[config.mk]
export PLATFORM = sky130hd
export DESIGN_NAME = flit_injector
export DESIGN_NICKNAME = d
export VERILOG_FILES = /design/src/rtl/flit_injector.sv
export SDC_FILE = /design/constraint.sdc
export NUM_CORES = 1
export LEC_CHECK = 0
export CAP_MARGIN = 30
export CORE_ASPECT_RATIO = 0.8
export CORE_MARGIN = 5
export CORE_UTILIZATION = 37
export DETAILED_ROUTE_END_ITERATION = 8
export PLACE_DENSITY = 0.73
export SYNTH_ARGS = -nofsm -noshare
export SYNTH_HDL_FRONTEND = slang
export SYNTH_SLANG_ARGS = --single-unit
export TNS_END_PERCENT = 50
[constraint.sdc]
create_clock -name clk -period 1.9 [get_ports clk]
set_input_delay 0.285 -clock clk [delete_from_list [all_inputs] [get_ports clk]]
set_output_delay 0.285 -clock clk [all_outputs]
set_load 0.01 [all_outputs]
[src/rtl/flit_injector.sv]
// flit_injector: turns a packet descriptor plus a stream of payload words into
// a HEADER / BODY... / TAIL flit sequence on one mesh edge port.
// Optional statistics counters are built when FLIT_INJECTOR_STATS_EN is defined.
//
// Handshakes: desc_valid/desc_ready, pl_valid/pl_ready and out_enable/out_ack
// each transfer on a rising edge where both sides are high. A ready never
// depends on its own valid, and once out_enable rises out_flit is held
// bit-stable until the transfer edge.

package flit_injector_pkg;
    localparam int DATA_W = 16;

    typedef struct packed {
        logic [2:0] x;
        logic [2:0] y;
    } addr_t;

    typedef enum logic [1:0] {
        FLIT_NONE = 2'd0,
        HEADER    = 2'd1,
        BODY      = 2'd2,
        TAIL      = 2'd3
    } flit_kind_t;

    // Header payload layout inside the flit data field.
    typedef struct packed {
        logic [1:0] rsvd;
        addr_t      dst_addr;
        logic [7:0] tail_length;
    } hdr_t;

    typedef struct packed {
        flit_kind_t        kind;
        logic [DATA_W-1:0] data;
    } flit_t;
endpackage

module flit_injector
    import flit_injector_pkg::*;
#(
    parameter int MAX_LEN = 8,
    parameter int LEN_W   = 4
) (
    input  logic              clk,
    input  logic              rst,
    input  logic              desc_valid,
    output logic              desc_ready,
    input  addr_t             desc_dst,
    input  logic [LEN_W-1:0]  desc_len,
    output logic              desc_err,
    input  logic              pl_valid,
    output logic              pl_ready,
    input  logic [DATA_W-1:0] pl_data,
    output logic              out_enable,
    output flit_t             out_flit,
    input  logic              out_ack,
    output logic [1:0]        dbg_state
`ifdef FLIT_INJECTOR_STATS_EN
    ,
    output logic [31:0]       stat_pkts,
    output logic [31:0]       stat_flits,
    output logic [31:0]       stat_stall
`endif
);

    typedef enum logic [1:0] {
        IDLE     = 2'd0,
        SEND_HDR = 2'd1,
        PAYLOAD  = 2'd2,
        DRAIN    = 2'd3
    } state_t;

    state_t           state;
    logic [LEN_W-1:0] remaining;
    hdr_t             hdr_word;
    logic             xfer;
    logic             desc_fire;
    logic             pl_fire;
    logic             len_ok;
    logic             last_word;

    assign xfer      = out_enable && out_ack;
    assign desc_fire = desc_valid && desc_ready;
    assign pl_fire   = pl_valid && pl_ready;
    assign len_ok    = (desc_len != '0) && (desc_len <= LEN_W'(MAX_LEN));
    assign last_word = (remaining == LEN_W'(1));
    assign dbg_state = state;

    // Ready generation: the first payload word may ride on the header transfer
    // so a packet streams with no gap after its header.
    always_comb begin
        desc_ready = (state == IDLE);
        pl_ready   = 1'b0;
        case (state)
            SEND_HDR: pl_ready = out_ack;
            PAYLOAD:  pl_ready = (!out_enable || out_ack) && (remaining != '0);
            default:  pl_ready = 1'b0;
        endcase
    end

    // Header word assembled straight from the descriptor being accepted.
    always_comb begin
        hdr_word             = '0;
        hdr_word.dst_addr    = desc_dst;
        hdr_word.tail_length = 8'(desc_len);
    end

    // Packet FSM with the single-entry output register.
    always_ff @(posedge clk) begin
        if (rst) begin
            state      <= IDLE;
            remaining  <= '0;
            out_enable <= 1'b0;
            out_flit   <= '0;
            desc_err   <= 1'b0;
        end else begin
            desc_err <= 1'b0;
            if (xfer) begin
                out_enable <= 1'b0;
            end
            if (pl_fire) begin
                out_enable    <= 1'b1;
                out_flit.kind <= last_word ? TAIL : BODY;
                out_flit.data <= pl_data;
                remaining     <= remaining - LEN_W'(1);
            end
            case (state)
                IDLE: begin
                    if (desc_fire) begin
                        if (len_ok) begin
                            out_enable    <= 1'b1;
                            out_flit.kind <= HEADER;
                            out_flit.data <= hdr_word;
                            remaining     <= desc_len;
                            state         <= SEND_HDR;
                        end else begin
                            desc_err <= 1'b1;
                        end
                    end
                end
                SEND_HDR: begin
                    if (xfer) begin
                        state <= (pl_fire && last_word) ? DRAIN : PAYLOAD;
                    end
                end
                PAYLOAD: begin
                    if (pl_fire && last_word) begin
                        state <= DRAIN;
                    end
                end
                DRAIN: begin
                    if (xfer) begin
                        state <= IDLE;
                    end
                end
                default: state <= IDLE;
            endcase
        end
    end

`ifdef FLIT_INJECTOR_STATS_EN
    // Traffic counters: packets, flits and stalled cycles, wrapping mod 2^32.
    always_ff @(posedge clk) begin
        if (rst) begin
            stat_pkts  <= '0;
            stat_flits <= '0;
            stat_stall <= '0;
        end else begin
            if (xfer) begin
                stat_flits <= stat_flits + 32'd1;
            end
            if (xfer && out_flit.kind == TAIL) begin
                stat_pkts <= stat_pkts + 32'd1;
            end
            if (out_enable && !out_ack) begin
                stat_stall <= stat_stall + 32'd1;
            end
        end
    end
`endif

endmodule

Word-level counts from Yosys, hierarchy flattened --
Cells that the tools add are included.
Storage, ports and cells: bits in registers 26, output and inout bits 24, word-level logic and storage cells 55, input bits 31
Cells by class: bitwise operators 2, multiplexer cells 23, eq/ne operators 9, add/sub/neg operators 1, reductions and logical operators 13, $lt $le $gt $ge 1
Operator list (number):
- 18-bit 2-to-1 mux | 4
- 4-bit 2-to-1 mux | 4
- 2-bit 2-to-1 mux | 5
- 1-bit 2-to-1 mux | 8
- 2-bit case mux with 4 select lines | 1
- 4-bit nonzero test | 2
- 1-bit logical AND | 6
- 2-bit != test, second input constant | 3
- 5-bit AND reduction | 1
- 2-bit equality test, second input constant | 2
- 4-bit by 1-bit equality test with 1-bit output, second input constant | 1
- 4-bit less-or-equal comparator, second input constant | 1
- 2-bit by 1-bit != test with 1-bit output, second input constant | 2
- 4-bit by 1-bit subtractor with 4-bit output, second input constant | 1
- 3-bit OR reduction | 1
- 2-bit by 1-bit equality test with 1-bit output, second input constant | 1
- 2-bit logical NOT | 1
- 1-bit NOT | 2
- 1-bit case mux with 2 select lines | 1
- 1-bit logical NOT | 1
- 1-bit logical OR | 1

Depth between registers and ports, before layout --
depth after elaboration 9, mapped depth 9, gate-level depth less buffers 7

Least setup slack after synthesis --
Ideal clock, no wire load.
kind register -> register, start point register remaining[0], end point register remaining[0], setup time 131 ps, buffers on the path 1, slack 48 ps, clock period less this slack 1852 ps, arrival time 1721 ps, stages on the path, launching flop included 9, data required time 1769 ps, cells stage by stage dfxtp_1 > inv_1 > ha_1 > or3b_4 > a32oi_4 > nor2_1 > buf_2 > xnor2_1 > o21ai_0
On the way: cells in the longest elaborated chain, start to end 8, elaborated cells between the ends (all ways) 9, classes of those cells 1 x add/sub; 5 x mux; 3 x reduce/logical
RTL lines:
- start, declared | RTL line 74 | logic [LEN_W-1:0] remaining;
- start signal, assigned | RTL line 125 | remaining <= remaining - LEN_W'(1);
- start signal, assigned | RTL line 134 | remaining <= desc_len;
- 4-bit nonzero test | RTL line 96 | PAYLOAD: pl_ready = (!out_enable || out_ack) && (remaining != '0);
- 1-bit logical AND | RTL line 96
- 1-bit case mux with 2 select lines | RTL line 94 | case (state)
- 1-bit logical AND | RTL line 84 | assign pl_fire = pl_valid && pl_ready;
- 4-bit 2-to-1 mux (*) | RTL line 121 | if (pl_fire) begin
- 4-bit 2-to-1 mux | RTL line 130 | if (len_ok) begin
- 4-bit 2-to-1 mux | RTL line 129 | if (desc_fire) begin
- 4-bit 2-to-1 mux (*) | RTL line 127 | case (state)
Mark *: on every way between the ends. The rest lies on a longest branch, timed or not. A chain may end at the register's enable or synchronous reset.

Worst setup path in the final report --
start point register remaining[1], end point register out_flit[9] (netlist name)
On the way: cells in the longest elaborated chain, start to end 8
RTL lines:
- 4-bit nonzero test (*) | RTL line 96
- 1-bit logical AND (*) | RTL line 96
- 1-bit case mux with 2 select lines (*) | RTL line 94
- 1-bit logical AND (*) | RTL line 84
- 18-bit 2-to-1 mux (*) | RTL line 121
- 18-bit 2-to-1 mux | RTL line 130
- 18-bit 2-to-1 mux | RTL line 129
- 18-bit 2-to-1 mux (*) | RTL line 127
- end, declared | RTL line 55 | output flit_t out_flit,
Marked as above.

==> out/metrics.cfg <==
[sta]
worstMarginPinSlew_ns=0.346
setup_tns_ns=-0.696
period_needed_ns=1.97
drv_slew=0
layout_setup_ws_ns=-0.0684
finalHoldViolCount=0
rsz0062_at_grt=yes
fmax_mhz=508
period_share=1.04
slew_headroom=0.769
setup_viol=16
finClkSkew_ns=0.00388

[cells_and_area]
multi_input_area_um2=787
area_delta_synth_final_pct=73.4
num_antenna_cells=0
fin_nets=259
drive_gt1_frac=0.236
n_fill_cell=236
seq_area_um2=523

[synthesis]
async_reset_ff_frac=0
synthCells=148
synth_edf_count=0
post-synth-top-area-cell=dfxtp_1
syn_avg_cell_area_um2=8.45
syn_area_mm2=0.00125
ys_ff_latch=26
ys_top_cells_by_area=dfxtp_1, nand2_1, ha_1
synth_ff_type=dfxtp_1
yosysWarnings=0
ys_types=30
yosysMostFrequentCell=nand2_1
yosysSeqAreaShare=0.416
yosysTopAreaCellShare=0.416
synth_nets=186
synthTopCellsByCount=nand2_1, dfxtp_1, a21oi_1, nor2_1

[clock_network]
h-tree-depth=1
numCtsBuffers=3
clk_latency_ns=0.27
clock_path_buffers=2
clock_sinks=26
cts_hold_buf=0
cts_tree=built
clk_pin_slew_ns=0.09
root_buffer=clkbuf_8

[critical_path]
r2r_slack_ns=-0.07
endpoint_kind=register
crit_arrival_ns=2.16
setup.worst_path.start_class=register
cp.required_ns=2.09
cp_max_fo=7
worstSetupPathType=reg2reg

[run]
drv_cap=0

[die]
start_util=0.394
design.portCount=55
die_area_mm2=0.00465
core_area_mm2=0.00318
die_h_um=62.0
die_x_um=75.0
rows=18

[routing]
dr_total_vias=1345
wl_mm=4.02
vias_per_cell=5.17
drtAntennaViolNets=0
first_iter_violations=44
routedWlPerCell_um=15.4
first_pass_iters=4
drc=0

[power]
leakage_uw=0.000795
ir_worst_vdd_mv=0.684
power_density_mw_per_mm2=1000

[min_path]
hp-class=reg2reg

[placed_design]
globalplace.congestion=0.784
preCtsSetupSlack_ns=-0.146
dp_hpwl_mm=2.88
portBuffers=54

[global_route]
grt_start_max_net_pins=16
grt-ovfl-total=0
antenna_found_initial=0
track_usage=0.163
grt_pass1_wl_mm=5.85
grt_pass1_vias=1350

[run_status]
violations=negative setup slack
outcome=complete, but fails checks

==> logic make-up after synthesis <==
family | Yosys count | synth area share
simple gates | 62 | 0.220
compound gates | 35 | 0.191
flops | 26 | 0.416
buf+inv | 10 | 0.0430
fa+ha+maj | 7 | 0.0701
xor+xnor | 5 | 0.0350
mux | 3 | 0.0240
==> worst max-delay path: stages, from the launching register on <==
cell and delay (ns):
dfxtp_2 0.34, inv_2 0.08, ha_4 0.12, or3b_4 0.38
a32oi_4 0.25, buf_6 0.14, or2_4 0.13, buf_6 0.12
nand2_2 0.05, a311oi_2 0.26
==> worst paths after layout <==
| check | to | cells past startpoint | from |
|---|---|---|---|
| min reg2reg | out_flit[5] | 2 | out_flit[5] |
| max reg2reg | out_flit[9] | 9 | remaining[1] |
| min | out_flit[5] | 2 | out_flit[5] |
| max | out_flit[9] | 9 | remaining[1] |
==> per-stage QoR <==
stage | cells | cell area, um2 | total power, uW | hold WS [ns] | util
after CTS | 258 | 2040 | 2070 | 0.454 | 0.644
after global routing | 260 | 2170 | 2280 | 0.480 | 0.682
after detailed placement | 253 | 1940 | 1570 | 0.447 | 0.612
after floorplan | 148 | 1250 | 1150 | 0.357 | -
final | 260 | 2170 | 2170 | 0.463 | 0.682
after global placement | 253 | 1940 | 1540 | 0.439 | 0.612
==> registers in the layout, indices dropped and copies added, names as in the netlist <==
name	cells
out_flit	18
desc_err	1
dbg_state	2
out_enable	1
remaining	4
==> layout make-up <==
| class | count | share of cell area |
|---|---|---|
| clock inverter | 1 | 0.0139 |
| inverter | 4 | 0.00693 |
| multi-input combinational | 112 | 0.363 |
| sequential | 26 | 0.241 |
| tap | 40 | 0.0231 |
| timing repair buffer | 74 | 0.333 |
| clock buffer | 3 | 0.0191 |
==> where the power goes <==
part	total [uW]	switching, uW	internal [uW]	leakage, uW
clock network	464	182	282	0.0000357
registers	710	74.5	635	0.000213
logic	995	455	539	0.000546
total	2170	712	1460	0.000795
==> cell usage in the layout (no fill, tap or decap), types with 4 or more instances in the layout <==
cell	Yosys	final
dfxtp_1	26	24
nor3_1	5	5
ha_1	7	5
a21oi_2	0	5
nor2_1	11	11
nand2_1	33	26
nand2_2	0	5
clkdlybuf4s50_1	0	53
a21oi_1	12	7
a311oi_2	0	4
o21ai_1	1	5
buf_4	0	15
==> timing repair <==
action | in CTS | in global routing
endpoints found under the setup margin | 18 | 23
resized for setup | 19 | 24
pin swaps | 13 | 14
setup buffers | 1 | 2
endpoints found under the hold margin | 0 | 0
==> layer usage <==
layer  routed length, um  vias to the layer above  GRT usage
li1                    -                      658          -
met1                1600                      628      0.189
met2                2050                       57      0.299
met3                 359                        2     0.0482
met4                   6                        0     0.0355
met5                   0                        -          0
Note: power is estimated with default switching activity, not from simulation.
